--- config.mk ---
export PLATFORM = sky130hd
export DESIGN_NAME = spi_master_protocol
export DESIGN_NICKNAME = d
export VERILOG_FILES = /design/src/rtl/spi_master_protocol_pkg.sv /design/src/rtl/spi_master_protocol.sv
export SDC_FILE = /design/constraint.sdc
export NUM_CORES = 1
export LEC_CHECK = 0
export CAP_MARGIN = 5
export CORE_MARGIN = 1
export CORE_UTILIZATION = 42
export CTS_BUF_LIST = sky130_fd_sc_hd__clkbuf_8
export DETAILED_ROUTE_END_ITERATION = 7
export PLACE_DENSITY_LB_ADDON = 0.2
export SYNTH_ARGS = -nofsm -noshare
export SYNTH_HDL_FRONTEND = slang
export SYNTH_SLANG_ARGS = --single-unit
--- constraint.sdc ---
create_clock -name clk -period 1.7 [get_ports clk]
set_clock_uncertainty 0.1 [all_clocks]
set_input_delay 0.17 -clock clk [delete_from_list [all_inputs] [get_ports clk]]
set_output_delay 0.17 -clock clk [all_outputs]
set_load 0.03 [all_outputs]
--- src/rtl/spi_master_protocol_pkg.sv ---
// Shared definitions for the SPI master transaction layer: default widths and FSM state encoding.
package spi_master_protocol_pkg;

  localparam int DEF_DATA_W     = 32;
  localparam int DEF_ADDR_W     = 5;
  localparam int DEF_GAP_CYCLES = 4;

  typedef enum logic [2:0] {
    SM_IDLE = 3'd0,
    SM_CMD  = 3'd1,
    SM_GAP1 = 3'd2,
    SM_DATA = 3'd3,
    SM_GAP2 = 3'd4,
    SM_DONE = 3'd5
  } sm_state_e;

endpackage

--- src/rtl/spi_master_protocol.sv ---
// SPI initiator transaction layer: one host request becomes a config frame followed by a data
// frame on the shift front-end, with forced idle gaps so the slave re-synchronises between frames.
module spi_master_protocol
  import spi_master_protocol_pkg::*;
#(
  parameter int DATA_W     = DEF_DATA_W,
  parameter int ADDR_W     = DEF_ADDR_W,
  parameter int GAP_CYCLES = DEF_GAP_CYCLES
) (
  input  logic              clk,
  input  logic              rst,
  input  logic              req,
  input  logic              req_rnw,
  input  logic [ADDR_W-1:0] req_addr,
  input  logic [DATA_W-1:0] req_wdata,
  output logic              ready,
  output logic              ack,
  output logic [DATA_W-1:0] rdata,
  output logic              fe_start,
  output logic [DATA_W-1:0] fe_data_out,
  input  logic [DATA_W-1:0] fe_data_in,
  input  logic              fe_done,
  output logic [2:0]        dbg_state
);

  localparam int GAP_W = $clog2(GAP_CYCLES + 1);
  localparam logic [GAP_W-1:0] GAP_LAST = GAP_W'(GAP_CYCLES - 1);

  // Handshake: a request is taken on a rising edge where req=1 and ready=1; ready then stays
  // low until the cycle after the one-cycle ack pulse. Requests seen while ready=0 are dropped.

  sm_state_e         state_q;
  logic              ready_q;
  logic              ack_q;
  logic              fe_start_q;
  logic [DATA_W-1:0] fe_data_q;
  logic [DATA_W-1:0] rdata_q;
  logic [GAP_W-1:0]  gap_q;
  logic              rnw_q;
  logic [ADDR_W-1:0] addr_q;
  logic [DATA_W-1:0] wdata_q;
  logic [DATA_W-1:0] req_cfg;

  always_comb begin
    req_cfg             = '0;
    req_cfg[ADDR_W-1:0] = req_addr;
    req_cfg[ADDR_W]     = req_rnw;
  end

  always_ff @(posedge clk) begin
    if (rst) begin
      state_q    <= SM_IDLE;
      ready_q    <= 1'b1;
      ack_q      <= 1'b0;
      fe_start_q <= 1'b0;
      fe_data_q  <= '0;
      rdata_q    <= '0;
      gap_q      <= '0;
      rnw_q      <= 1'b0;
      addr_q     <= '0;
      wdata_q    <= '0;
    end else begin
      fe_start_q <= 1'b0;
      ack_q      <= 1'b0;
      case (state_q)
        SM_IDLE: begin
          // ready is held low through the ack cycle so the next accept lands one cycle later
          if (!ready_q) begin
            ready_q <= 1'b1;
          end else if (req) begin
            rnw_q      <= req_rnw;
            addr_q     <= req_addr;
            wdata_q    <= req_wdata;
            ready_q    <= 1'b0;
            fe_start_q <= 1'b1;
            fe_data_q  <= req_cfg;
            gap_q      <= '0;
            state_q    <= SM_CMD;
          end
        end
        SM_CMD: begin
          if (fe_done && !fe_start_q) begin
            gap_q   <= '0;
            state_q <= SM_GAP1;
          end
        end
        SM_GAP1: begin
          if (gap_q == GAP_LAST) begin
            gap_q      <= '0;
            fe_start_q <= 1'b1;
            fe_data_q  <= rnw_q ? '0 : wdata_q;
            state_q    <= SM_DATA;
          end else begin
            gap_q <= gap_q + GAP_W'(1);
          end
        end
        SM_DATA: begin
          if (fe_done && !fe_start_q) begin
            if (rnw_q) rdata_q <= fe_data_in;
            gap_q   <= '0;
            state_q <= SM_GAP2;
          end
        end
        SM_GAP2: begin
          if (gap_q == GAP_LAST) begin
            gap_q   <= '0;
            state_q <= SM_DONE;
          end else begin
            gap_q <= gap_q + GAP_W'(1);
          end
        end
        SM_DONE: begin
          ack_q   <= 1'b1;
          gap_q   <= '0;
          state_q <= SM_IDLE;
        end
        default: begin
          ready_q <= 1'b1;
          gap_q   <= '0;
          state_q <= SM_IDLE;
        end
      endcase
    end
  end

  assign ready       = ready_q;
  assign ack         = ack_q;
  assign rdata       = rdata_q;
  assign fe_start    = fe_start_q;
  assign fe_data_out = fe_data_q;
  assign dbg_state   = state_q;

endmodule

==> flow_metrics.tcl <==
set metrics [dict create \
    die_w_um 99.5 \
    critPathLaunchType "flip-flop" \
    fin_area_um2 6240 \
    final_core_util_pct 67.5 \
    synthCells 491 \
    place_area_um2 5720 \
    worstSetupEndpointType "flip-flop" \
    syn2layout_area_growth_pct 56.0 \
    ir_drop_v 0.000613 \
    drv_cap 0 \
    setup_viol 25 \
    relSlewSlack_pct 75.4 \
    violations "setup timing" \
    portBuffers 143 \
    core_area_um2 9240 \
    synth.most_common_cell "nand2_1" \
    drc 0 \
    tns_ps -669 \
    crit_arrival_ps 1940 \
    crit_fanout 6 \
    finalHoldViolCount 0 \
    cp_common_cell "buf_4" \
    power_density_nw_per_um2 1290 \
    placed_cells 749 \
    hpwl_mm 7.00 \
    async_flop_share_pct 0 \
    ff2ff_setup_slack_ps -50 \
    rsz0062_at_grt "true" \
    gp_congestion 0.821 \
    ant_nets 0 \
    num_vias 3863 \
    path_cells "a2111oi_4, buf_4, a2111oi_4, buf_4, buf_4, buf_4, a311oi_2" \
    yosysSeqAreaShare_pct 53.1 \
    routedWlPerCell_um 13.9 \
    grt_pass1_wl_mm 17.3 \
    synth_flop_cell "dfxtp_1" \
    fin_total_pwr_mw 8.02 \
    synth.cell_area_um2 4000 \
    grt_max_degree 56 \
    cts_buffer_depth 2 \
    yosys.area.top_type "dfxtp_1" \
    yosysUniqueCellTypes 34 \
    hp-class "in -> reg" \
    yosys_warnings 0 \
    cp.required_ps 1890 \
    initial_core_util_pct 43.2 \
    hold_buffers 0 \
    cp_slowest_stage_delay_ps 390 \
    instances_no_fill 776 \
    status "finished, violations left" \
    cts_root_buf "clkbuf_8" \
    fin_nets 717 \
    dieArea_um2 9910 \
    clk_latency_ps 360 \
    p_leak_nw 2.96 \
    cpMaxStageDelayCell "dfxtp_4" \
    ys_top_cells_by_area "dfxtp_1 53%, nand2_1 15%, a21oi_1 12%" \
    ys_ff_latch 106 \
    critPathKind "reg -> reg" \
    fin_worst_hold_slack_ps 99.8 \
    drv_slew 0 \
    post-route-min-period_ps 1750 \
    antenna_found_initial 0 \
    grt_pass1_vias 3752 \
    r2r_cells 7 \
    ios 144 \
    synth_edf_count 0 \
    dr.pass1.iters 4 \
    fillers 777 \
    die_h_um 99.5 \
    finalWorstSetupSlack_ps -49.9 \
    ys_top_cells_by_count "160 x nand2_1, 106 x dfxtp_1, 92 x a21oi_1" \
    drtIter0Drc 150 \
    cts_max_level 3 \
    via_per_inst 4.98 \
    cts_sinks 106 \
    drt-total-wl_mm 10.8 \
    diodes 0 \
    grt-ovfl-total 0 \
    period_share_pct 103 \
    avgSynthCellArea_um2 8.14 \
    syn-num-nets 566 \
    globalRouteTotalUtil_pct 21.5 \
    cts_tree "done" \
    clk_pin_slew_ps 110 \
    synth_top_area_share_pct 53.1 \
    post-place-ws_ps -287 \
    drive_gt1_share_pct 12.7 \
    cts_buffers 9 \
    tightestPinTransition_ps 370 \
    min_path_cells 2 \
    rows 35 \
    fmax_mhz 571 \
]
-- cell usage in the layout (no fill, tap or decap), drive strengths merged, types with 2 or more instances in the layout --
cell and instances:
a2111o 2, a2111oi 3, a21oi 92, a311oi 6, buf 37, clkbuf 10, clkdlybuf4s50 89, clkinv 4
dfxtp 106, dlygate4sd2 7, dlymetal6s2s 45, inv 4, nand2 160, nand2b 11, nand3 26, nand3b 6
nor2 12, nor2b 3, nor3 5, nor3b 2, xnor2 2
-- logic make-up (layout without fill, tap and decap cells) --
logic type	after synthesis	count (layout)	share of synthesized area (%)
mux	2	2	0.532
xor+xnor	2	2	0.438
flops	106	106	53.1
buf+inv	41	197	4.67
fa+ha+maj	1	1	0.313
compound gates	108	108	15.7
simple gates	231	231	25.3
-- sequential cells by signal, summed over array words and instances, names as in the netlist, 3 cells and up --
register,cells
fe_data_out,32
wdata_q,32
dbg_state,3
gap_q,3
rdata,32
-- repair_timing --
action | CTS | global route
gates resized for setup | 17 | 64
hold endpoints to repair | 0 | 0
endpoints found under the setup margin | 42 | 79
setup buffers | 3 | 6
pin swaps | 7 | 5
cloned | 1 | 1
-- area by class of cell --
| type | instances | area [um2] | share of cell area [%] |
|---|---|---|---|
| sequential | 106 | 2140 | 34.3 |
| timing repair buffer | 180 | 1930 | 31.0 |
| multi-input combinational | 344 | 1800 | 28.8 |
| tap | 129 | 161 | 2.59 |
| clock buffer | 9 | 124 | 1.99 |
| clock inverter | 7 | 81.3 | 1.30 |
| inverter | 1 | 3.75 | 0.0602 |
-- per-layer routing --
metal  up-vias  GRT usage, %  part of all wire (%)
met5         -             0                     0
met4         0          5.77                   1.2
met3        14          4.01                   5.5
met2       124          38.0                    50
met1      1788          26.7                    43
li1       1937             -                     -
-- critical path, delay by kind of cell, from the launching register on --
family                 cells  cell delay (ps)
buffers and inverters      4              640
DFF                        1              390
AOI/OAI and AO/OA          3              550
-- worst paths after layout --
check                  from             end
max            dbg_state[2]  fe_data_out[4]
min                     rst        fe_start
max reg2reg    dbg_state[2]  fe_data_out[4]
min reg2reg  fe_data_out[7]  fe_data_out[7]
-- where the power goes --
group / internal, mW / leakage, nW / switching, mW / total (mW)
Clock: 0.589 / 0.103 / 0.959 / 1.55
Sequential: 2.81 / 0.863 / 0.227 / 3.04
Combinational: 1.58 / 2.00 / 1.85 / 3.43
Total: 4.98 / 2.96 / 3.04 / 8.02
No activity file was read; power rests on OpenSTA's default activity.
